## src/rtl/systolic_skew_feeder.sv

```systemverilog
// Skew feeder for an S x S systolic array: holds one A tile and one B tile and
// streams them diagonally so that operand pairs meet at the correct processing element (PE).
module systolic_skew_feeder #(
    parameter int N  = 8,
    parameter int S  = 8,
    parameter int AW = 3
) (
    input  logic           clk,
    input  logic           rst,
    input  logic           wr_en,
    input  logic           wr_sel,
    input  logic [AW-1:0]  wr_addr,
    input  logic [S*N-1:0] wr_data,
    input  logic           start,
    output logic [S*N-1:0] a_out,
    output logic [S*N-1:0] b_out,
    output logic           sn,
    output logic           busy,
    output logic           done
);

    typedef enum logic [1:0] {IDLE, STREAM, DONE} state_t;

    localparam int            TW     = $clog2(3 * S);
    localparam logic [TW-1:0] T_LAST = TW'(3 * S - 3);

    state_t         state;
    logic [TW-1:0]  t;
    logic [TW-1:0]  tn;
    logic           wr_ok;
    logic [N-1:0]   a_mem [S][S];
    logic [N-1:0]   b_mem [S][S];
    logic [N-1:0]   a_nx  [S][S];
    logic [N-1:0]   b_nx  [S][S];
    logic [S*N-1:0] a_lanes;
    logic [S*N-1:0] b_lanes;

    assign wr_ok = wr_en && (state == IDLE) && ({1'b0, wr_addr} < (AW + 1)'(S));

    // Tile contents as they will be after this edge; a write in the start cycle is visible to step 0.
    always_comb begin
        a_nx = a_mem;
        b_nx = b_mem;
        if (wr_ok) begin
            for (int j = 0; j < S; j++) begin
                if (!wr_sel) a_nx[wr_addr][j] = wr_data[S*N-1-j*N -: N];
                else         b_nx[wr_addr][j] = wr_data[S*N-1-j*N -: N];
            end
        end
    end

    assign tn = (state == IDLE) ? '0 : t + 1'b1;

    always_comb begin
        a_lanes = '0;
        b_lanes = '0;
        for (int r = 0; r < S; r++) begin
            for (int k = 0; k < S; k++) begin
                if (int'(tn) == r + k) begin
                    a_lanes[S*N-1-r*N -: N] = a_nx[r][k];
                    b_lanes[S*N-1-r*N -: N] = b_nx[k][r];
                end
            end
        end
    end

    always_ff @(posedge clk or negedge rst) begin
        if (!rst) begin
            for (int r = 0; r < S; r++) begin
                for (int c = 0; c < S; c++) begin
                    a_mem[r][c] <= '0;
                    b_mem[r][c] <= '0;
                end
            end
        end else begin
            a_mem <= a_nx;
            b_mem <= b_nx;
        end
    end

    always_ff @(posedge clk or negedge rst) begin
        if (!rst) begin
            state <= IDLE;
            t     <= '0;
            a_out <= '0;
            b_out <= '0;
            sn    <= 1'b0;
            busy  <= 1'b0;
            done  <= 1'b0;
        end else begin
            case (state)
                IDLE: begin
                    if (start) begin
                        state <= STREAM;
                        t     <= '0;
                        a_out <= a_lanes;
                        b_out <= b_lanes;
                        sn    <= 1'b1;
                        busy  <= 1'b1;
                    end
                end
                STREAM: begin
                    if (t == T_LAST) begin
                        state <= DONE;
                        a_out <= '0;
                        b_out <= '0;
                        sn    <= 1'b0;
                        done  <= 1'b1;
                    end else begin
                        t     <= t + 1'b1;
                        a_out <= a_lanes;
                        b_out <= b_lanes;
                    end
                end
                DONE: begin
                    state <= IDLE;
                    t     <= '0;
                    busy  <= 1'b0;
                    done  <= 1'b0;
                end
                default: state <= IDLE;
            endcase
        end
    end

endmodule

```

## config.mk

```make
export PLATFORM = sky130hd
export DESIGN_NAME = systolic_skew_feeder
export DESIGN_NICKNAME = d
export VERILOG_FILES = /design/src/rtl/systolic_skew_feeder.sv
export SDC_FILE = /design/constraint.sdc
export NUM_CORES = 2
export LEC_CHECK = 0
export BUFFER_PORTS_ARGS = -buffer_cell sky130_fd_sc_hd__clkbuf_2
export CAP_MARGIN = 20
export CORE_MARGIN = 2
export CORE_UTILIZATION = 45
export DETAILED_ROUTE_END_ITERATION = 6
export MAX_ROUTING_LAYER = met4
export PLACE_DENSITY = 0.66
export SYNTH_ARGS = -nofsm -noshare
export SYNTH_HDL_FRONTEND = slang
export SYNTH_SLANG_ARGS = --single-unit
export TNS_END_PERCENT = 1
```

## constraint.sdc

```tcl
create_clock -name clk -period 3.7 [get_ports clk]
set_input_delay 0.555 -clock clk [delete_from_list [all_inputs] [get_ports clk]]
set_output_delay 0.555 -clock clk [all_outputs]
set_load 0.005 [all_outputs]
```

==> Word-level counts from Yosys, hierarchy flattened <==
Cells that the tools add are included.
{ "op_classes": {"n_eq_ne": 20, "bitwise": 1, "addsub": 1, "muxes": 211, "n_reduce_logical": 14, "n_lt_le_gt_ge": 2} }
{ "op_table": {"columns": ["cell", "count"], "rows": [
  ["$mux 512", 32],
  ["$bwmux 512", 16],
  ["$demux 64 s3", 8],
  ["$mux 8", 129],
  ["$mux 64", 5],
  ["$pmux 64 s2", 2],
  ["$mux 56", 1],
  ["$mux 48", 1],
  ["$eq 5x5->1 const B", 8],
  ["$mux 40", 1],
  ["$mux 32", 1],
  ["$mux 24", 1],
  ["$eq 5x4->1 const B", 4],
  ["$mux 16", 1],
  ["$mux 5", 3],
  ["$pmux 5 s3", 1],
  ["$eq 5x3->1 const B", 2],
  ["$reduce_and 2->1", 4],
  ["$ne 2x2->1 const B", 3],
  ["$pmux 1 s2", 3],
  ["$reduce_and 3->1", 2],
  ["$reduce_bool 2->1", 3],
  ["$add 5x1->5 const B", 1],
  ["$eq 5x2->1 const B", 1],
  ["12 further kinds", 16]
]} }
{ "totals": {"word_cells": 384, "in_bits": 72, "regBits": 1162} }

==> Longest topological paths before layout <==
{ "logic_depth": {"ltp_word": 39, "ltp_mapped": 14, "depth_no_buf": 10} }

==> Least setup slack after synthesis <==
No wires, ideal clock.
{ "synth_path": {"path_kind": "input port to flip-flop", "start": "input port wr_addr[2]", "end": "register b_out[2]", "path_stages": 10, "setup_ns": 0.133, "t_arrival_ns": 2.734, "path_slack_ns": 0.833, "path_cell_list": "buf_6 nor4b_4 nor3b_1 buf_2 buf_4 mux2_2 a32oi_1 nand2_1 a2111oi_0 o21bai_1"} }
{ "synth_rtl": {"columns": ["element", "line_no", "source"], "rows": [
  ["start, declared", "12", "input logic [AW-1:0] wr_addr,"],
  ["end signal, assigned", "97", "b_out <= b_lanes;"],
  ["end signal, assigned", "112", "b_out <= b_lanes;"],
  ["end, declared", "16", "output logic [S*N-1:0] b_out,"]
]} }

==> Worst setup path in the final report <==
{ "layout_path": {"start": "register t[0]", "end": "register a_out[20]"} }
{ "layout_via": {"elab_chain_len": 13, "word_cells_on_any_way": 22} }
{ "layout_lines": {"columns": ["element", "line_no", "source"], "rows": [
  ["start, declared", "28", "logic [TW-1:0] t;"],
  ["start signal, assigned", "110", "t <= t + 1'b1;"],
  ["$add 5x1->5", "52", "assign tn = (state == IDLE) ? '0 : t + 1'b1;"],
  ["$mux 5", "52", null],
  ["$eq 5x4->1", "59", "if (int'(tn) == r + k) begin"],
  ["$mux 8 (8 in series)", "59", null],
  ["$mux 64 (on tied branches)", "103, 93", null],
  ["$pmux 64 s2 (*)", "91", "case (state)"],
  ["end signal, assigned", "96", "a_out <= a_lanes;"],
  ["end signal, assigned", "111", "a_out <= a_lanes;"],
  ["end, declared", "15", "output logic [S*N-1:0] a_out,"]
]} }
Every way passes the cells marked *; elsewhere a longest branch is shown, timed or not. The select of a mux whose other input is x is not followed.
A chain may end at the register's enable or synchronous reset.

==> out/metrics.csv <==
stage,metric,value,unit
clock_tree,root buffer cell,clkbuf_16,
flow_run,Max Cap Viol,0,
finish,Final Net Count,4161,
synth,Yosys top cell area share,57.34,%
die,Starting Density,45.20,%
status,status,completed,
place,"Cell Area, Placed",0.05402,mm^2
synth,synth unique cells,76,
clock_tree,H-tree Lvls,3,
synth,XOR/XNOR Fraction of Synth Area,0.08636,%
global_routing,vias in the first global route,36630,
global_routing,initial antenna violation count,32,
pwr,VDD IR-drop max,0.6120,mV
critical_path,CP Class,flop to flop,
synth,cell with the most instances after synthesis,dfrtp_1,
clock_tree,clk sinks,1162,
synth,Mapped Nets,4025,
sta,Slew HR,35.08,%
synth,Synth area leader,dfrtp_1,
synth,top post-synthesis cells by count,"dfrtp_1, mux2_2, nand2_1",
synth,Post-synth top flop,dfrtp_1,
sta,setup TNS,0,ns
global_routing,GRT Total Usage,30.65,%
sta,minimum clock period,3.482,ns
place,pre-CTS setup slack,0.2659,ns
sta,Worst Skew,0.04208,ns
route,Iter 0 DRT Violations,3798,
synth,complex-gate fraction of the synthesized area,11.11,%
route,1st-pass router iterations,6,
global_routing,global-route wire length before repair,253600,um
route,drt wl/cell,30.13,um
critical_path,Crit Path Max Fanout,56,
synth,Post-Syn Area,0.05071,mm^2
sta,"Setup violations, final",0,
finish,layout cells sized above 1,37.58,%
place,Port Buf Inserts,202,
synth,Simple-Gate Fraction of Synth Area,5.307,%
synth,post-synthesis cell count,3951,
global_routing,GRT overflow,0,
sta,crit share post-route,94.11,%
die,chip width,339.7,um
synth,"Seq/Total Area, Yosys",57.34,%
synth,largest family of logic cells by synthesized area,multiplexers,
critical_path,Worst setup SP type,flop,
die,Std-Cell Rows,123,
global_routing,met2 Use GR,47.08,%
synth,dominant cells by area after synthesis,"dfrtp_1, mux2_2, a22oi_1, nand2_1, clkbuf_1",
critical_path,Critical Path End Type,flop,
pwr,Lkg Pwr,0.02878,uW
place,gpl congestion,0.9090,
global_routing,met1 usage,39.83,%
synth,"Async S/R FF share, synth",100.0,%
global_routing,largest net degree at the start of global routing,124,
pwr,Pwr Density,725.9,mW/mm^2
finish,post-route cell area,0.05790,mm^2
place,dpl hpwl,104600,um
clock_tree,Clock transition at path regs,0.07,ns
route,via count,35870,
global_routing,Top Usage Layer GRT,met2,
hold_path,Hold Path Class,primary input to flop,
sta,Final WS setup,0.2179,ns
sta,Fin. Hold Viols,0,
finish,Layout area overhead,14.17,%
critical_path,CP required,4.30,ns
synth,Synth Area per Inst,12.84,um^2
synth,number of warnings issued by yosys,0,
die,die area,0.1154,mm^2
die,Die Ht,339.7,um
clock_tree,CTS tree,built,
clock_tree,Worst-Skew Late Latency,0.74,ns
critical_path,critical path data arrival time,4.08,ns
clock_tree,Max Buffers Root-to-Sink,3,
synth,adder-cell share of the synthesized area,0.04935,%
die,Core Area,0.1122,mm^2
clock_tree,cts bufs inserted,116,
global_routing,M3 GR Usage,6.384,%
route,post-DR vias/cell,6.288,
synth,"EDFF count, synth",0,
sta,Max Freq,287.2,MHz
synth,#FFs+latches synth,1162,
sta,Worst-Margin Slew,0.9701,ns
sta,worst hold slack,0.2403,ns
route,Antenna Nets Post-Route,0,
route,Remaining DRCs,0,
synth,proportion of synthesized area in mux cells,22.61,%
die,top-level port count,203,
sta,max-slew violations,0,
route,Routed Wire Length,171800,um
sta,RSZ-0062 raised after global routing,no,
-- logic make-up (layout without fill, tap and decap cells) --
group / Yosys count / after routing
AOI/OAI and AO/OA: 766 / 766
xor gates and xnor gates: 5 / 5
adders and majority gates: 2 / 2
buffers and inverters: 407 / 639
DFF: 1162 / 1162
muxes: 1024 / 1024
other: 0 / 21
and+or+nand+nor: 585 / 585
-- timing repair --
item,4_1_cts,5_1_grt
endpoints found under the hold margin,78,0
hold buffers,1,0
setup buffers,0,0
gates resized for setup,0,2
endpoints found under the setup margin,0,5
-- report_power, final --
| part | leakage (uW) | total (uW) | internal, uW | switching, uW |
|---|---|---|---|---|
| sequential | 0.0158 | 17200 | 15900 | 1250 |
| combinational | 0.0111 | 13000 | 5050 | 7930 |
| clock | 0.00187 | 11900 | 6640 | 5230 |
-- stage by stage --
stage / power (uW) / instances / utilization [%]
after floorplan: 24740 / 3951 / -
after global placement: 29700 / 5467 / 48.15
after detailed placement: 30090 / 5468 / 48.15
after CTS: 41910 / 5683 / 51.55
after global routing: 43850 / 5701 / 51.60
final: 42030 / 5704 / 51.61
-- routing by layer --
| layer | part of all wire, % | vias to the layer above |
|---|---|---|
| li1 | - | 14810 |
| met3 | 8.8 | 383 |
| met5 | 0 | - |
| met4 | 4.1 | 0 |
| met2 | 46 | 1580 |
| met1 | 41 | 19100 |
-- sequential cells by signal (all words and copies together), names as in the netlist --
register and flops:
done 1, state 2, b_out 64, a_mem 512, b_mem 512, busy 1
a_out 64, sn 1, t 5
-- critical path, stage by stage (launching register included) --
cell and delay (ns):
dfrtp_1 0.43, buf_4 0.19, ha_1 0.42, o21ba_2 0.39, nand2_1 0.17, nor4_4 0.37, buf_12 0.42, a22oi_1 0.13
a311oi_1 0.43, nor2_1 0.10, o41ai_1 0.26
-- placed cells by master (no fill, tap or decap), types with 38 or more instances in the layout --
cell	count
a211oi_1	38
a21oi_1	66
a221o_1	44
a221oi_1	44
a22oi_1	177
buf_12	47
buf_4	114
clkbuf_16	116
clkbuf_2	201
dfrtp_1	1162
inv_1	60
mux2_2	971
mux2i_1	53
nand2_1	271
nand3_1	93
nor2_1	124
o211ai_1	44
o21ai_0	121
-- cell type report --
cell class              count  area [um^2]
fillers                  9670        54290
flip-flops and latches   1162        29080
multi-input cells        2382        20050
clock buffers             170         3356
repair buffers            364         2818
well taps                1500         1877
clock inverters            44        440.4
inverters                  61        229.0
diodes                     21        52.55
-- worst paths after layout --
| path | slack [ns] | end | cells past startpoint | startpoint |
|---|---|---|---|---|
| min in group asynchronous | 0.42 | b_mem[173] | 2 | rst |
| worst min-delay path | 0.24 | busy | 3 | start |
| worst max-delay path | 0.22 | a_out[20] | 10 | t[0] |
| max in group asynchronous | 2.04 | b_mem[499] | 3 | rst |
| worst max register to register | 0.22 | a_out[20] | 10 | t[0] |
| worst min register to register | 0.48 | b_out[58] | 2 | b_out[58] |
Note: power is estimated with default switching activity, not from simulation.
